$ cat config.mk
export PLATFORM = sky130hd
export DESIGN_NAME = bcd_7seg_scan
export DESIGN_NICKNAME = d
export VERILOG_FILES = /design/src/rtl/bcd_disp_pkg.sv /design/src/rtl/bcd_to_7seg.sv /design/src/rtl/bcd_7seg_scan.sv
export SDC_FILE = /design/constraint.sdc
export NUM_CORES = 1
export LEC_CHECK = 0
export BUFFER_PORTS_ARGS = -buffer_cell sky130_fd_sc_hd__buf_2
export CAP_MARGIN = 30
export CORE_ASPECT_RATIO = 0.8
export CORE_MARGIN = 5
export CORE_UTILIZATION = 40
export DETAILED_ROUTE_END_ITERATION = 7
export GPL_TIMING_DRIVEN = 0
export PLACE_DENSITY_LB_ADDON = 0.05
export SETUP_SLACK_MARGIN = 0.05
export SYNTH_ARGS = -nofsm -noshare
export SYNTH_HDL_FRONTEND = slang
export SYNTH_HIERARCHICAL = 1
export SYNTH_SLANG_ARGS = --single-unit
$ cat constraint.sdc
create_clock -name clk -period 4.18 [get_ports clk]
set_clock_uncertainty 0.15 [all_clocks]
set_input_delay 0 -clock clk [delete_from_list [all_inputs] [get_ports clk]]
set_output_delay 0 -clock clk [all_outputs]
set_load 0.01 [all_outputs]
$ cat src/rtl/bcd_disp_pkg.sv
// rtl/bcd_disp_pkg.sv - shared constants and types for the BCD 7-segment scanner
package bcd_disp_pkg;

  localparam int NUM_DIGITS = 4;

  // Active-low segment patterns, bit order {g,f,e,d,c,b,a}
  localparam logic [6:0] SEG_0     = 7'h40;
  localparam logic [6:0] SEG_1     = 7'h79;
  localparam logic [6:0] SEG_2     = 7'h24;
  localparam logic [6:0] SEG_3     = 7'h30;
  localparam logic [6:0] SEG_4     = 7'h19;
  localparam logic [6:0] SEG_5     = 7'h12;
  localparam logic [6:0] SEG_6     = 7'h02;
  localparam logic [6:0] SEG_7     = 7'h78;
  localparam logic [6:0] SEG_8     = 7'h00;
  localparam logic [6:0] SEG_9     = 7'h10;
  localparam logic [6:0] SEG_DASH  = 7'h3F;
  localparam logic [6:0] SEG_BLANK = 7'h7F;

  // Index of the digit currently being lit (0 = units)
  typedef logic [1:0] digit_idx_t;

endpackage

$ cat src/rtl/bcd_to_7seg.sv
// rtl/bcd_to_7seg.sv - combinational BCD code to active-low 7-segment pattern
module bcd_to_7seg
  import bcd_disp_pkg::*;
(
  input  logic [3:0] code,
  output logic [6:0] seg
);

  // Map each BCD code to its pattern; codes 10..15 are not BCD and show a dash
  always_comb begin
    seg = SEG_DASH;
    case (code)
      4'd0:    seg = SEG_0;
      4'd1:    seg = SEG_1;
      4'd2:    seg = SEG_2;
      4'd3:    seg = SEG_3;
      4'd4:    seg = SEG_4;
      4'd5:    seg = SEG_5;
      4'd6:    seg = SEG_6;
      4'd7:    seg = SEG_7;
      4'd8:    seg = SEG_8;
      4'd9:    seg = SEG_9;
      default: seg = SEG_DASH;
    endcase
  end

endmodule

$ cat src/rtl/bcd_7seg_scan.sv
// rtl/bcd_7seg_scan.sv - 4-digit multiplexed common-anode display driver; optional LEADING_ZERO_BLANK_EN
module bcd_7seg_scan
  import bcd_disp_pkg::*;
#(
  parameter int REFRESH_DIV = 50000
) (
  input  logic       clk,
  input  logic       rst,
  input  logic       load,
  input  logic [3:0] d0,
  input  logic [3:0] d1,
  input  logic [3:0] d2,
  input  logic [3:0] d3,
  output logic [6:0] seg,
  output logic [3:0] an,
  output logic       frame_tick
);

  localparam int PW = (REFRESH_DIV > 1) ? $clog2(REFRESH_DIV) : 1;
  localparam logic [PW-1:0] PRESC_LAST = PW'(REFRESH_DIV - 1);

  logic [PW-1:0]                  presc;
  logic                           tick;
  digit_idx_t                     idx;
  digit_idx_t                     idx_next;
  logic [NUM_DIGITS-1:0][3:0]     hold;
  logic [NUM_DIGITS-1:0][3:0]     hold_next;
  logic [3:0]                     sel_code;
  logic [6:0]                     dec_seg;
  logic                           blank;
  logic [6:0]                     seg_next;
  logic [3:0]                     an_next;

  assign tick = (presc == PRESC_LAST);

  // Prescaler free-runs 0..REFRESH_DIV-1 and sets how long each digit stays lit
  always_ff @(posedge clk) begin
    if (rst) begin
      presc <= '0;
    end else if (tick) begin
      presc <= '0;
    end else begin
      presc <= presc + 1'b1;
    end
  end

  // Post-edge index and hold values, so outputs track the state they will show
  always_comb begin
    idx_next  = tick ? digit_idx_t'(idx + 2'd1) : idx;
    hold_next = load ? {d3, d2, d1, d0} : hold;
  end

  // Digit index advances on each tick; frame_tick marks the 3 -> 0 wrap
  always_ff @(posedge clk) begin
    if (rst) begin
      idx        <= '0;
      frame_tick <= 1'b0;
    end else begin
      idx        <= idx_next;
      frame_tick <= tick && (idx == 2'd3);
    end
  end

  // Hold registers capture a new 4-digit value whenever load is high
  always_ff @(posedge clk) begin
    if (rst) begin
      hold <= '0;
    end else begin
      hold <= hold_next;
    end
  end

  assign sel_code = hold_next[idx_next];

  bcd_to_7seg u_dec (
    .code (sel_code),
    .seg  (dec_seg)
  );

`ifdef LEADING_ZERO_BLANK_EN
  // A digit goes dark when it and every more significant digit are zero; units never blank
  always_comb begin
    blank = 1'b0;
    case (idx_next)
      2'd3:    blank = (hold_next[3] == 4'd0);
      2'd2:    blank = (hold_next[3] == 4'd0) && (hold_next[2] == 4'd0);
      2'd1:    blank = (hold_next[3] == 4'd0) && (hold_next[2] == 4'd0) &&
                       (hold_next[1] == 4'd0);
      default: blank = 1'b0;
    endcase
  end
`else
  assign blank = 1'b0;
`endif

  // Next output drive: one anode low for the selected digit, pattern for its value
  always_comb begin
    an_next  = ~(4'b0001 << idx_next);
    seg_next = blank ? SEG_BLANK : dec_seg;
  end

  // Registered pin drive; everything dark while in reset
  always_ff @(posedge clk) begin
    if (rst) begin
      seg <= SEG_BLANK;
      an  <= 4'hF;
    end else begin
      seg <= seg_next;
      an  <= an_next;
    end
  end

endmodule
==> flow_summary.yaml, run 1 <==
status:
  status: "finished clean"
logic_synthesis:
  ys.flop_type: "dfxtp_1"
  synth.ff_latch_count: 46
  yosysMostFrequentCell: "dfxtp_1"
  synth.cell_area_um2: 2220
  mappedNetlistNets: 262
  async_flop_share_pct: 0
  synth_area_leader_cell: "dfxtp_1"
  yosysSeqAreaShare_pct: 41.5
  synth_edf_count: 0
  avgSynthCellArea_um2: 9.39
  synth.top_cell.area_share_pct: 41.5
  synth_warnings: 6
  synth.area.top_cells: "dfxtp_1 42%, mux2i_1 8.1%, nor2_1 6.9%"
  syn_inst: 236
  synthTopCellsByCount: "46 x dfxtp_1, 41 x nor2_1, 18 x mux2i_1"
  ys_types: 41
placed_design:
  dp_hpwl_mm: 3.37
  dp.cells: 330
  finalWeightedCongestion: 0.724
  numPortBuffers: 29
  post-place-ws_ns: 0.936
sta:
  max_slew_margin_pct: 56.1
  slew_viol_final: 0
  tns_ns: 0
  setup_viol: 0
  hold_ws_ns: 0.135
  hold_viol: 0
  period_needed_ns: 3.22
  worst_pin_slew_ns: 0.659
  rsz0062_at_grt: "false"
  max_freq_mhz: 310
  final.period_utilization_pct: 77.1
  setup_ws_ns: 0.955
clocking:
  clk_path_buf_depth: 2
  cts_inserted_buffers: 5
  cts_tree: "built"
  cts_setup_buffers: 0
  clock-sinks: 46
  htree_levels: 2
  cts-root-buf: "clkbuf_8"
  cts_resized: 0
  clk_latency_ns: 0.29
  clk_pin_slew_ns: 0.08
job:
  cap_violations: 0
worst_setup_path:
  crit_start: "presc[0]"
  reg2reg_from: "presc[0]"
  cp.required_ns: 4.21
  startpoint_type: "register"
  path_class: "register to register"
  crit_arrival_ns: 3.26
  critPathMaxFanout: 10
  crit_path_end_kind: "register"
pwr:
  power.leakage_nw: 1.16
  swShare_pct: 22.8
  power_switching_mw: 0.211
  clock_power_share_pct: 36.4
  p_comb_share_pct: 13.8
  power_mw: 0.929
  vdd_drop_max_v: 0.000175
  seq_power_share_pct: 49.8
  intPower_mw: 0.718
  powerDensity_nw_per_um2: 333
global_route:
  grt_max_degree: 14
  antenna_found_initial: 0
  grt_pass1_vias: 1686
  grt_usage_pct: 14.3
  grt_first_pass_wirelength_mm: 8.26
  grt_overflow: 0
hold_path:
  holdCritStartpoint: "load"
  worst_hold_path_type: "input port to register"
route:
  ant_nets: 0
  drt-total-wl_mm: 4.59
  drc: 0
  drt_iter0_markers: 115
  first_pass_iters: 4
  vias: 1767
  drt-wirelength-per-cell_um: 12.8
  vias_per_cell: 4.91
floorplan:
  dieArea_um2: 7140
  die_w_um: 93.2
  core_area_um2: 5410
  boundaryPins: 31
  start_util_pct: 41.0
  rows: 24
  die_h_um: 76.6
finish:
  layout.nets: 321
  drive_gt1_share_pct: 19.7
  area_growth_pct: 25.7
  final_cells: 360
  antenna_cells: 0
-- state kept, by name, summed over array words and instances, names as in the netlist --
register and cells:
hold 16, idx 2, frame_tick 1, seg 7, an 4, presc 16
-- repair_timing --
| action | CTS | global route |
|---|---|---|
| endpoints found under the setup margin | 0 | 0 |
| endpoints found under the hold margin | 24 | 0 |
| hold buffers | 23 | 0 |
-- stage by stage --
stage,utilization [%],cell area (µm²)
after global routing,51.6,2790
after floorplan,-,2220
final,51.6,2790
after detailed placement,45.2,2440
after global placement,45.2,2440
after CTS,51.6,2790
-- logic make-up after synthesis --
| group | Yosys count | share of synthesized area (%) |
|---|---|---|
| XOR/XNOR | 15 | 5.93 |
| buffers and inverters | 23 | 6.21 |
| AND/OR/NAND/NOR | 99 | 23.0 |
| multiplexers | 22 | 12.2 |
| AO/OA/AOI/OAI | 24 | 7.17 |
| adder cells (fa/ha/maj) | 7 | 3.95 |
| flip-flops | 46 | 41.5 |
-- critical path, cell delays in order (launching register included) --
cell	delay, ns
dfxtp_1	0.38
ha_1	0.23
and3_1	0.27
and4_1	0.23
buf_6	0.12
buf_2	0.20
a31oi_1	0.06
a21oi_1	0.52
inv_1	0.18
ha_1	0.22
mux2i_1	0.17
a22oi_1	0.09
or2_2	0.28
-- final cells by class --
cell class / instances / area, µm²
Fill cell: 519 / 2620
Tap cell: 65 / 81.3
Inverter: 8 / 30.0
Sequential cell: 46 / 921
Clock buffer: 6 / 82.6
Timing Repair Buffer: 52 / 375
Buffer: 15 / 108
Multi-Input combinational cell: 167 / 1160
Clock inverter: 1 / 30.0
-- power groups by stage --
stage | logic [mW] | registers [mW] | clock network [mW]
final | 0.128 | 0.463 | 0.339
after detailed placement | 0.111 | 0.473 | 0
after global routing | 0.145 | 0.465 | 0.374
after CTS | 0.129 | 0.463 | 0.350
after global placement | 0.110 | 0.473 | 0
after floorplan | 0.0750 | 0.477 | 0
-- metal layers --
layer  routed length [µm]  vias up  track usage (%)
met5                    0        -                0
met2                 1880       36             20.6
li1                     -      926                -
met3                  208        4             3.46
met1                 2460      801             20.9
met4                   44        0             3.95
-- worst paths after layout --
check / end / slack, ns / depth (start not counted)
setup / recovery: seg[0] / 0.96 / 12
hold / removal: hold[5] / 0.13 / 4
setup reg to reg: seg[0] / 0.96 / 12
hold reg to reg: presc[0] / 0.32 / 1
-- layout by cell type (no fill, tap or decap), drive strengths merged --
master / count
and4b: 1
nor4: 3
nand2: 8
nand2b: 1
o31ai: 1
or2: 9
buf: 40
nor3: 5
xor2: 2
inv: 8
a31oi: 5
o21ai: 1
a32oi: 2
and2b: 3
and4: 1
a21oi: 6
and3: 1
xnor2: 13
or2b: 1
mux2i: 18
ha: 7
nor4b: 2
nand4: 4
bufinv: 1
dlygate4sd3: 23
nand3: 10
nor2b: 5
mux4: 4
dfxtp: 46
o21bai: 1
nand3b: 1
a21o: 2
clkbuf: 10
nor3b: 2
and3b: 1
nor2: 41
a22oi: 6
(Power assumes the default switching activity.)
==> run 2, diff against run 1 <==
--- a/config.mk
+++ b/config.mk
@@ -5,6 +5,7 @@
 export SDC_FILE = /design/constraint.sdc
 export NUM_CORES = 1
 export LEC_CHECK = 0
+export ABC_AREA = 1
 export BUFFER_PORTS_ARGS = -buffer_cell sky130_fd_sc_hd__buf_2
 export CAP_MARGIN = 30
 export CORE_ASPECT_RATIO = 0.8
==> constraint.sdc (replaced) <==
create_clock -name clk -period 2.9 [get_ports clk]
set_clock_uncertainty 0.15 [all_clocks]
set_input_delay 0 -clock clk [delete_from_list [all_inputs] [get_ports clk]]
set_output_delay 0 -clock clk [all_outputs]
set_load 0.01 [all_outputs]
==> run 2 against run 1 <==
Net effect: synthesized cell count is 36% higher; sequential power up 44%; final area decreased by 0.45%.
==> flow_summary.yaml, run 2 <==
status:
  status: "finished clean"
global_route:
  grt_first_pass_wirelength_mm: 8.44
  grt_overflow: 0
  antenna_found_initial: 0
  grt_pass1_vias: 1884
  grt_max_degree: 14
  grt_usage_pct: 14.4
clocking:
  clk_pin_slew_ns: 0.08
  cts_tree: "built"
  clock-sinks: 46
  cts_setup_buffers: 0
  cts_inserted_buffers: 5
  clk_latency_ns: 0.29
  htree_levels: 2
  clk_path_buf_depth: 2
  cts-root-buf: "clkbuf_8"
logic_synthesis:
  syn_inst: 321
  ys_types: 26
  synth_area_leader_cell: "dfxtp_1"
  yosysSeqAreaShare_pct: 40.8
  synth.top_cell.area_share_pct: 40.8
  synth_warnings: 6
  synthTopCellsByCount: "75 x nand2_1, 48 x inv_1, 47 x nor2_1"
  yosysMostFrequentCell: "nand2_1"
  synth_edf_count: 0
  synth.cell_area_um2: 2250
  synth.area.top_cells: "dfxtp_1 41%, nand2_1 12%, inv_1 8.0%"
  ys.flop_type: "dfxtp_1"
  synth.ff_latch_count: 46
  mappedNetlistNets: 347
  avgSynthCellArea_um2: 7.02
  async_flop_share_pct: 0
finish:
  fillCellCount: 586
  regArea_um2: 921
  layout.nets: 399
  multi_input_comb_area_um2: 1130
  finish.utilization_pct: 50.8
  largestRegisters: "hold (16), presc (16), seg (7)"
  layout_commonest_cell: "nand2_1"
  antenna_cells: 0
  layout_common_cells: "74 x nand2_1, 48 x inv_1, 47 x nor2_1"
  drive_gt1_share_pct: 17.4
  area_growth_pct: 23.0
placed_design:
  numPortBuffers: 28
  finalWeightedCongestion: 0.808
  dp_hpwl_mm: 3.56
worst_setup_path:
  cpPeakStageDelay_ns: 0.37
  path_cells: "ha_2 > nand3_2 > nor2_4 > nand2_4 > nand2_1 > o21ai_4 > inv_2 > nand2_1 > nand2_1 > inv_1 > ha_1 > nand2_1 > nand3_1 > nand2_1 > or2_2"
  reg2reg_from: "presc[0]"
  path_buf_inv: 2
  crit_path_end_kind: "register"
  crit_arrival_ns: 2.66
  r2r-end: "seg[3]"
  ff2ff_path_depth: 15
  cp.required_ns: 2.93
  crit_top_cell: "nand2_1"
  rrSetupSlack_ns: 0.27
  startpoint_type: "register"
  critPathMaxFanout: 8
  cp_slowest_cell: "dfxtp_1"
  path_class: "register to register"
  crit_family: "simple AND/OR/NAND/NOR gates"
hold_path:
  worstHoldEndpoint: "seg[2]"
  min_path_cells: 2
  holdCritStartpoint: "rst"
  worst_hold_path_type: "input port to register"
sta:
  slew_viol_final: 0
  final.period_utilization_pct: 90.6
  rsz0062_at_grt: "false"
  tns_ns: 0
  setup_viol: 0
  period_needed_ns: 2.63
  worst_pin_slew_ns: 0.517
  max_slew_margin_pct: 65.6
  max_freq_mhz: 381
  hold_viol: 0
route:
  first_pass_iters: 5
  drt-wirelength-per-cell_um: 10.8
  vias: 2001
  drt_iter0_markers: 59
  drc: 0
  drt-total-wl_mm: 4.87
  vias_per_cell: 4.43
  ant_nets: 0
floorplan:
  die_w_um: 93.9
  start_util_pct: 41.3
  die_h_um: 77.2
  dieArea_um2: 7250
  boundaryPins: 31
  rows: 24
  core_area_um2: 5470
pwr:
  powerDensity_nw_per_um2: 445
  vdd_drop_max_v: 0.000228
  power.leakage_nw: 1.33
job:
  cap_violations: 0
## run 2: cell types whose count changed after synthesis, sizes merged, moves of 4 or more
cell	change
buf	-7
nor2	+11
mux2i	-14
nand3b	+4
xnor2	-12
a31oi	-5
nand3	+17
nand2	+71
mux4	-4
a22oi	-6
inv	+43
o21ai	+13
nor2b	-5
## run 2: metal layers
metal,track usage [%],up-vias,part of all wire [%]
met5,0,-,0
met4,4.76,0,1.1
met3,3.72,5,4.6
met2,21.6,38,40
met1,20.1,864,55
li1,-,1094,-
## run 2: final cells by class
cell class / instances / share of cell area (%)
clock inverter: 1 / 0.180
multi-input combinational: 217 / 40.8
sequential: 46 / 33.2
timing repair buffer: 45 / 11.2
inverter: 51 / 6.90
clock buffer: 7 / 3.11
buffer: 7 / 1.13
tap: 78 / 3.52
## run 2: cell families (layout without fill, tap and decap cells)
logic type               after synthesis  count (layout)  share of synthesized area, %
AO/OA/AOI/OAI                         22              22                          5.77
XOR/XNOR                               6               6                          2.33
adder cells (fa/ha/maj)                7               7                          3.88
buffers and inverters                 58             111                          9.88
flip-flops                            46              46                          40.8
multiplexers                           4               4                          1.78
AND/OR/NAND/NOR                      178             178                          35.5
## run 2: worst max path at each step
stage             start     end  slack [ns]  cells past startpoint
2_1_floorplan  presc[0]  seg[3]        0.46                     15
3_3_place_gp   presc[0]  seg[3]        0.19                     15
3_5_place_dp   presc[0]  seg[3]        0.15                     15
4_1_cts        presc[0]  seg[3]        0.13                     15
5_1_grt        presc[0]  seg[1]        0.06                     13
6_report       presc[0]  seg[3]        0.27                     15
## run 2: metrics by stage
step	instance area, µm²	cells	worst slack (ns)	total power [mW]	hold WS [ns]
finish	2770	452	0.272	1.24	0.000206
detailed placement	2490	427	0.152	0.838	0.130
CTS	2750	452	0.129	1.26	0.0139
floorplan	2250	321	0.456	0.791	0.00870
global placement	2490	427	0.185	0.836	0.125
global route	2770	452	0.0603	1.31	0.0243
## run 2: timing repair
item                                    CTS  global route
hold buffers                             17             0
hold endpoints to repair                 16             0
endpoints found under the setup margin    0             7
resized for setup                         0             5
## run 2: power by group
group | internal [mW] | switching (mW)
logic | 0.0782 | 0.0946
registers | 0.660 | 0.00760
clock network | 0.192 | 0.202
total | 0.931 | 0.304
